<file path="src/rtl/menu_controller.sv">
// menu_controller
//
// Game menu sequencer: main song menu, 3-2-1 countdown, play, and pause menu.
// Buttons are debounced levels; each one acts only on its rising edge.
// All outputs are registered and reflect the state entered on the clock
// edge at which the triggering input was sampled.
//
// Ports
//   clk65        65 MHz pixel clock, rising edge
//   reset        synchronous, active-high
//   frame_tick   one-cycle pulse per video frame
//   btn_up/down/select/pause  debounced button levels
//   song_done    one-cycle pulse, current song finished
//   pause        menu overlay enable
//   menu_page    0 = main menu, 1 = pause menu
//   cursor       highlighted menu item
//   song_sel     song index latched for the game datapath
//   game_run     high while notes advance
//   countdown    seconds left before play (3..1), 0 otherwise
//   start_pulse  one-cycle strobe, song started from main menu
//   quit_pulse   one-cycle strobe, song quit from pause menu
//
// state        | meaning
// -------------+------------------------------------------------------
// ST_MAIN      | main menu, choosing a song
// ST_COUNTDOWN | 3-2-1 lead-in, COUNT_FRAMES frames per step
// ST_PLAYING   | song running, notes advance
// ST_PAUSED    | pause menu (0 = Resume, 1 = Quit)

module menu_controller #(
    parameter int NUM_SONGS    = 4,
    parameter int COUNT_FRAMES = 60
) (
    input  logic       clk65,
    input  logic       reset,
    input  logic       frame_tick,
    input  logic       btn_up,
    input  logic       btn_down,
    input  logic       btn_select,
    input  logic       btn_pause,
    input  logic       song_done,
    output logic       pause,
    output logic       menu_page,
    output logic [1:0] cursor,
    output logic [1:0] song_sel,
    output logic       game_run,
    output logic [1:0] countdown,
    output logic       start_pulse,
    output logic       quit_pulse
);

    localparam int FW = (COUNT_FRAMES > 1) ? $clog2(COUNT_FRAMES) : 1;
    localparam logic [FW-1:0] FRAME_LAST = FW'(COUNT_FRAMES - 1);
    localparam logic [1:0]    LAST_SONG  = 2'(NUM_SONGS - 1);

    localparam logic [1:0] ST_MAIN      = 2'd0;
    localparam logic [1:0] ST_COUNTDOWN = 2'd1;
    localparam logic [1:0] ST_PLAYING   = 2'd2;
    localparam logic [1:0] ST_PAUSED    = 2'd3;

    logic [1:0]    state;
    logic [FW-1:0] fcnt;
    logic          up_q;
    logic          down_q;
    logic          sel_q;
    logic          pause_q;

    logic          up_e;
    logic          down_e;
    logic          sel_e;
    logic          pause_e;

    logic [1:0]    nxt_state;
    logic [FW-1:0] nxt_fcnt;
    logic [1:0]    nxt_cursor;
    logic [1:0]    nxt_song_sel;
    logic [1:0]    nxt_countdown;
    logic          nxt_start;
    logic          nxt_quit;

    assign up_e    = btn_up     & ~up_q;
    assign down_e  = btn_down   & ~down_q;
    assign sel_e   = btn_select & ~sel_q;
    assign pause_e = btn_pause  & ~pause_q;

    always_comb begin
        nxt_state     = state;
        nxt_fcnt      = fcnt;
        nxt_cursor    = cursor;
        nxt_song_sel  = song_sel;
        nxt_countdown = countdown;
        nxt_start     = 1'b0;
        nxt_quit      = 1'b0;

        case (state)
            ST_MAIN: begin
                // btn_pause has no meaning here, so it does not mask up/down.
                if (sel_e) begin
                    nxt_song_sel  = cursor;
                    nxt_start     = 1'b1;
                    nxt_state     = ST_COUNTDOWN;
                    nxt_countdown = 2'd3;
                    nxt_fcnt      = '0;
                end else if (up_e) begin
                    nxt_cursor = (cursor == 2'd0) ? LAST_SONG : cursor - 2'd1;
                end else if (down_e) begin
                    nxt_cursor = (cursor >= LAST_SONG) ? 2'd0 : cursor + 2'd1;
                end
            end

            ST_COUNTDOWN: begin
                if (frame_tick) begin
                    if (fcnt == FRAME_LAST) begin
                        nxt_fcnt = '0;
                        if (countdown == 2'd1) begin
                            nxt_state     = ST_PLAYING;
                            nxt_countdown = 2'd0;
                        end else begin
                            nxt_countdown = countdown - 2'd1;
                        end
                    end else begin
                        nxt_fcnt = fcnt + 1'b1;
                    end
                end
            end

            ST_PLAYING: begin
                // A finished song wins over a pause press in the same cycle;
                // there is nothing left to pause.
                if (song_done) begin
                    nxt_state  = ST_MAIN;
                    nxt_cursor = song_sel;
                end else if (pause_e) begin
                    nxt_state  = ST_PAUSED;
                    nxt_cursor = 2'd0;
                end
            end

            default: begin // ST_PAUSED
                if (sel_e) begin
                    if (cursor == 2'd0) begin
                        nxt_state     = ST_COUNTDOWN;
                        nxt_countdown = 2'd3;
                        nxt_fcnt      = '0;
                    end else begin
                        nxt_quit   = 1'b1;
                        nxt_state  = ST_MAIN;
                        nxt_cursor = song_sel;
                    end
                end else if (pause_e) begin
                    nxt_state     = ST_COUNTDOWN;
                    nxt_countdown = 2'd3;
                    nxt_fcnt      = '0;
                end else if (up_e) begin
                    nxt_cursor = (cursor == 2'd0) ? 2'd1 : 2'd0;
                end else if (down_e) begin
                    nxt_cursor = (cursor >= 2'd1) ? 2'd0 : 2'd1;
                end
            end
        endcase
    end

    // Level outputs are decoded from the next state so they change on the
    // same edge as the state register.
    always_ff @(posedge clk65) begin
        if (reset) begin
            state       <= ST_MAIN;
            fcnt        <= '0;
            up_q        <= 1'b0;
            down_q      <= 1'b0;
            sel_q       <= 1'b0;
            pause_q     <= 1'b0;
            pause       <= 1'b1;
            menu_page   <= 1'b0;
            cursor      <= 2'd0;
            song_sel    <= 2'd0;
            game_run    <= 1'b0;
            countdown   <= 2'd0;
            start_pulse <= 1'b0;
            quit_pulse  <= 1'b0;
        end else begin
            up_q        <= btn_up;
            down_q      <= btn_down;
            sel_q       <= btn_select;
            pause_q     <= btn_pause;
            state       <= nxt_state;
            fcnt        <= nxt_fcnt;
            cursor      <= nxt_cursor;
            song_sel    <= nxt_song_sel;
            countdown   <= nxt_countdown;
            start_pulse <= nxt_start;
            quit_pulse  <= nxt_quit;
            pause       <= (nxt_state == ST_MAIN) || (nxt_state == ST_PAUSED);
            menu_page   <= (nxt_state == ST_PAUSED);
            game_run    <= (nxt_state == ST_PLAYING);
        end
    end

endmodule
</file>
<file path="config.mk">
export PLATFORM = sky130hd
export DESIGN_NAME = menu_controller
export DESIGN_NICKNAME = d
export VERILOG_FILES = /design/src/rtl/menu_controller.sv
export SDC_FILE = /design/constraint.sdc
export NUM_CORES = 1
export LEC_CHECK = 0
export BUFFER_PORTS_ARGS = -buffer_cell sky130_fd_sc_hd__buf_2
export CAP_MARGIN = 20
export CORE_ASPECT_RATIO = 2
export CORE_MARGIN = 5
export CORE_UTILIZATION = 50
export CTS_CLUSTER_DIAMETER = 120
export DETAILED_ROUTE_END_ITERATION = 10
export PLACE_DENSITY = 0.81
export RECOVER_POWER = 100
export SLEW_MARGIN = 10
export SYNTH_ARGS = -nofsm -noshare
export SYNTH_HDL_FRONTEND = slang
export SYNTH_SLANG_ARGS = --single-unit
</file>
<file path="constraint.sdc">
create_clock -name clk65 -period 2.7 [get_ports clk65]
set_input_delay 0.81 -clock clk65 [delete_from_list [all_inputs] [get_ports clk65]]
set_output_delay 0.81 -clock clk65 [all_outputs]
set_load 0.02 [all_outputs]
</file>
# Yosys cells after proc, flatten, opt, wreduce, memory -nomap -nowiden
# Index checks and enable logic that the tools add are counted.
# word_totals
ff_bits	23
mem_count	0
latch_bits	0
ramBits	0
wordCells	100
mem_bits_ro	0
inputBits	8
out_inout_bits	11
# op_classes
shifts	0
n_eq_ne	15
reduce_logical	12
muxes	41
bitwise	12
n_addsub	4
n_lt_le_gt_ge	2
div	0
mul	0
# op_table
operator	n
2-to-1 mux 2 bit	27
2-to-1 mux 6 bit	6
one-hot mux 2 bit (3 select lines)	3
one-hot mux 6 bit (3 select lines)	1
!= test 2 bit (second input constant)	4
inverter 1 bit	8
AND reduction 7 bit	1
adder 6 x 1 -> 6 bit (second input constant)	1
== test 2 bit (second input constant)	3
== test 6 bit (second input constant)	1
logical NOT 2 bit	3
!= test 3 bit (second input constant)	2
AND reduction 6 bit	1
AND reduction 5 bit	1
nonzero test 5 bit	1
OR reduction 5 bit	1
AND 1 bit	4
== test 2 x 1 -> 1 bit (second input constant)	2
2-to-1 mux 1 bit	4
!= test 4 x 1 -> 1 bit (second input constant)	1
!= test 4 x 2 -> 1 bit (second input constant)	1
subtractor 2 x 1 -> 2 bit (second input constant)	2
!= test 3 x 2 -> 1 bit (second input constant)	1
nonzero test 3 bit	1
other kinds (6)	6

# Longest topological paths before layout
# logic_depth
depth_word	7
ltp_mapped	9
ltp_nobuf	9

# Least setup slack after synthesis
# No wires, ideal clock.
# synth_path
path_type	input-to-reg
start	input port btn_select
end	register pause
setup_time_ns	0.123
n_path_buf	0
setup_slack_ns	0.323
arrival_time_ns	2.254
path_stages	7
t_required_ns	2.577
path_cell_list	nor2b_1 > nand2_1 > nor4b_1 > a221oi_2 > inv_1 > ha_1 > or2_2
# synth_via
elab_chain_cells	5
elab_cells_between_ends	7
classes_between	eq/ne (1); mux (3); bitwise (1); reduce/logical (2)
# synth_rtl
item	line_no	source
from (decl)	39	input logic btn_select,
AND 1 bit *	83	assign sel_e = btn_select & ~sel_q;
2-to-1 mux 2 bit (on tied branches)	140, 98	
one-hot mux 2 bit (3 select lines) *	95	case (state)
named net nxt_state[0]	73	logic [1:0] nxt_state;
== test 2 bit / logical NOT 2 bit (equally long branches)	193	pause <= (nxt_state == ST_MAIN) || (nxt_state == ST_PAUSED);
logical OR 1 bit *	193	
to (signal assigned)	193	
to (decl)	42	output logic pause,
# The timed path passes the listed nets; every way through them passes the cells marked *.
# A chain may end at the register's enable or synchronous reset.

# Worst setup path in the final report
# layout_path
start	register state[1]
end	register fcnt[1]
# layout_via
elab_chain_cells	3
elab_cells_between_ends	10
classes_between	eq/ne (5); mux (1); bitwise (1); reduce/logical (3)
# layout_rtl
item	line_no	source
from (decl)	61	logic [1:0] state;
from (signal assigned)	186	state <= nxt_state;
== test 2 x 1 -> 1 bit (tied with other cells)	95	
!= test 4 x 1 -> 1 bit (no source line) (tied with other cells)	--	
AND reduction 5 bit (no source line)	--	
to (signal assigned)	187	fcnt <= nxt_fcnt;
to (decl)	62	logic [FW-1:0] fcnt;
# Parallel ways exist; a longest one is shown, timed or not.

==> results.json <==
{
  "worstMarginPinSlew_ns": 0.772,
  "synth-warning-count": 0,
  "grt-ovfl-total": 0,
  "drt_pre_antenna_iters": 4,
  "cap_violations": 0,
  "final-setup-viol-count": 0,
  "timing.rr.start": "state[1]$_SDFF_PP0_",
  "peakVddDrop_uv": 393,
  "fin_crit_sh_pct": 88.7,
  "arrival_ns": 2.56,
  "grt_pass1_vias": 1101,
  "finClkSkew_ns": 0.000633,
  "min_to": "song_sel[0]$_SDFFE_PP0P_",
  "netlist_top_cells_area": "dfxtp_1 35%, ha_1 9.6%, nor2b_1 4.8%",
  "post_cts_resized": 0,
  "diodes": 0,
  "cts_hold_buf": 0,
  "start_util_pct": 51.2,
  "synth_top_area_cell": "dfxtp_1",
  "post_cts_buffers": 0,
  "die-area_mm2": 0.00378,
  "hold_class": "flop to flop",
  "io_buffers": 18,
  "drv_slew": 0,
  "r2r_cells": 7,
  "layout_commonest_cell": "dfxtp_1",
  "postSynthNetCount": 161,
  "fill_cells": 249,
  "fin_nets": 182,
  "p_leak_nw": 0.581,
  "grt.total_usage_pct": 16.9,
  "synth_seq_cells": 23,
  "critPathLaunchType": "flop",
  "design_area_mm2": 0.00142,
  "gp_congestion": 0.887,
  "cts_tree": "built",
  "yosysSeqAreaShare_pct": 35.4,
  "worstReg2RegEnd": "fcnt[1]$_SDFFE_PP0P_",
  "ys.flop_type": "dfxtp_1",
  "hpwl_um": 2260,
  "clock_path_buffers": 2,
  "grt_pass1_wl_um": 4780,
  "rsz0062_at_grt": "false",
  "clk_latency_ns": 0.27,
  "ant_nets": 0,
  "htree_levels": 1,
  "timing.final.hold_violations": 0,
  "drc": 0,
  "drt_first_iter_violations": 28,
  "synth.avg_cell_area_um2": 9.09,
  "hp-start": "song_sel[0]$_SDFFE_PP0P_",
  "holdWs_ns": 0.496,
  "wl_per_cell_um": 15.1,
  "grt_start_max_net_pins": 19,
  "synth-edff-count": 0,
  "area_growth_pct": 8.85,
  "core_mm2": 0.00254,
  "clockRootBuffer": "clkbuf_8",
  "netlist_area_mm2": 0.00130,
  "rows": 26,
  "max_clock_freq_mhz": 417,
  "netlist_instances": 143,
  "cts_made_buffers": 3,
  "cts.sinks": 23,
  "drt_wl_total_um": 2890,
  "outcome": "finished clean",
  "path_class": "flop to flop",
  "ios": 19,
  "tns_ns": 0,
  "clk_transition_reported_paths_ns": 0.08,
  "holdPathStages": 2,
  "drive_gt1_share_pct": 10.4,
  "async_flop_share_pct": 0,
  "fin_crit_ns": 2.40,
  "netlist.area_leader.share_pct": 35.4,
  "p_per_area_mw_per_mm2": 554,
  "place_area_mm2": 0.00141,
  "worstPathRequired_ns": 2.86,
  "relSlewSlack_pct": 48.6,
  "final_cell_mix": "23 x dfxtp_1, 14 x clkbuf_1, 11 x nor2_1",
  "reg2reg_slack_ns": 0.30,
  "die_w_um": 46.1,
  "antenna_found_initial": 0,
  "cp_max_fo": 12,
  "detailroute.via_count": 1110,
  "vias_per_cell": 5.81,
  "end_kind": "flop",
  "synth.distinct_cells": 41,
  "die_h_um": 82.1
}
==> per-stage QoR <==
step | total power [mW] | instances | worst slack (ns) | util, %
after CTS | 0.801 | 191 | 0.355 | 57.5
after floorplan | 0.531 | 143 | 0.323 | -
after global routing | 0.823 | 191 | 0.134 | 55.8
after detailed placement | 0.584 | 187 | 0.258 | 55.7
after global placement | 0.573 | 187 | 0.317 | 55.7
final | 0.784 | 191 | 0.304 | 55.8
==> flip-flops by register name, summed over array words and instances, names as in the netlist <==
register     flops
game_run         1
pause_q          1
down_q           1
cursor           2
state            2
menu_page        1
up_q             1
start_pulse      1
fcnt             6
song_sel         2
sel_q            1
quit_pulse       1
pause            1
countdown        2
==> Yosys cell counts, types with 4 or more instances <==
| cell | instances |
|---|---|
| a21oi_1 | 8 |
| and3_1 | 4 |
| dfxtp_1 | 23 |
| ha_1 | 10 |
| inv_1 | 10 |
| nand2_1 | 5 |
| nand2b_1 | 4 |
| nand3_1 | 5 |
| nor2_1 | 11 |
| nor2b_1 | 10 |
| nor3_1 | 6 |
| o211ai_1 | 4 |
| o21ai_0 | 6 |
| xor2_1 | 5 |
==> metal layers <==
metal	wire, um	up-vias	GRT usage [%]
li1	-	545	-
met1	1040	532	16.0
met2	1670	22	32.3
met3	77	11	1.74
met4	107	0	9.97
met5	0	-	0
==> worst max-delay path by stage <==
stage                                    from                    to  slack, ns  cells after the start
after floorplan                    btn_select      pause$_SDFF_PP1_       0.32                      7
final                     state[1]$_SDFF_PP0_  fcnt[1]$_SDFFE_PP0P_       0.30                      7
after global routing      state[1]$_SDFF_PP0_  fcnt[1]$_SDFFE_PP0P_       0.13                      7
after detailed placement           btn_select      pause$_SDFF_PP1_       0.26                      8
after global placement              btn_pause      pause$_SDFF_PP1_       0.32                      8
after CTS                 state[1]$_SDFF_PP0_      pause$_SDFF_PP1_       0.35                      8
==> layout make-up <==
cell class                 count  area (um^2)  share of cell area [%]
clock inverter                 1         5.00                   0.354
clock buffer                   3         41.3                    2.92
timing repair buffer          21         92.6                    6.54
multi-input combinational    105          743                    52.5
sequential                    23          460                    32.5
inverter                      10         37.5                    2.65
tap                           28         35.0                    2.48
==> logic make-up after synthesis <==
logic type / after synthesis / synth area share, %
xor gates and xnor gates: 6 / 4.04
adders and majority gates: 10 / 9.62
buffers and inverters: 15 / 5.58
muxes: 1 / 0.770
and+or+nand+nor: 55 / 23.5
AOI/OAI and AO/OA: 33 / 21.1
DFF: 23 / 35.4
==> critical path, stage by stage, from the launching register on <==
cell and delay, ns:
dfxtp_1 0.43, inv_1 0.11, ha_1 0.35, or4b_1 0.59, a21boi_4 0.19, o21ai_1 0.30, mux2i_1 0.27, nor2_2 0.04
==> power by group <==
group	internal, mW	switching [mW]
registers	0.360	0.0179
logic	0.0713	0.114
clock network	0.103	0.118
total	0.535	0.250
(Power assumes the default switching activity.)
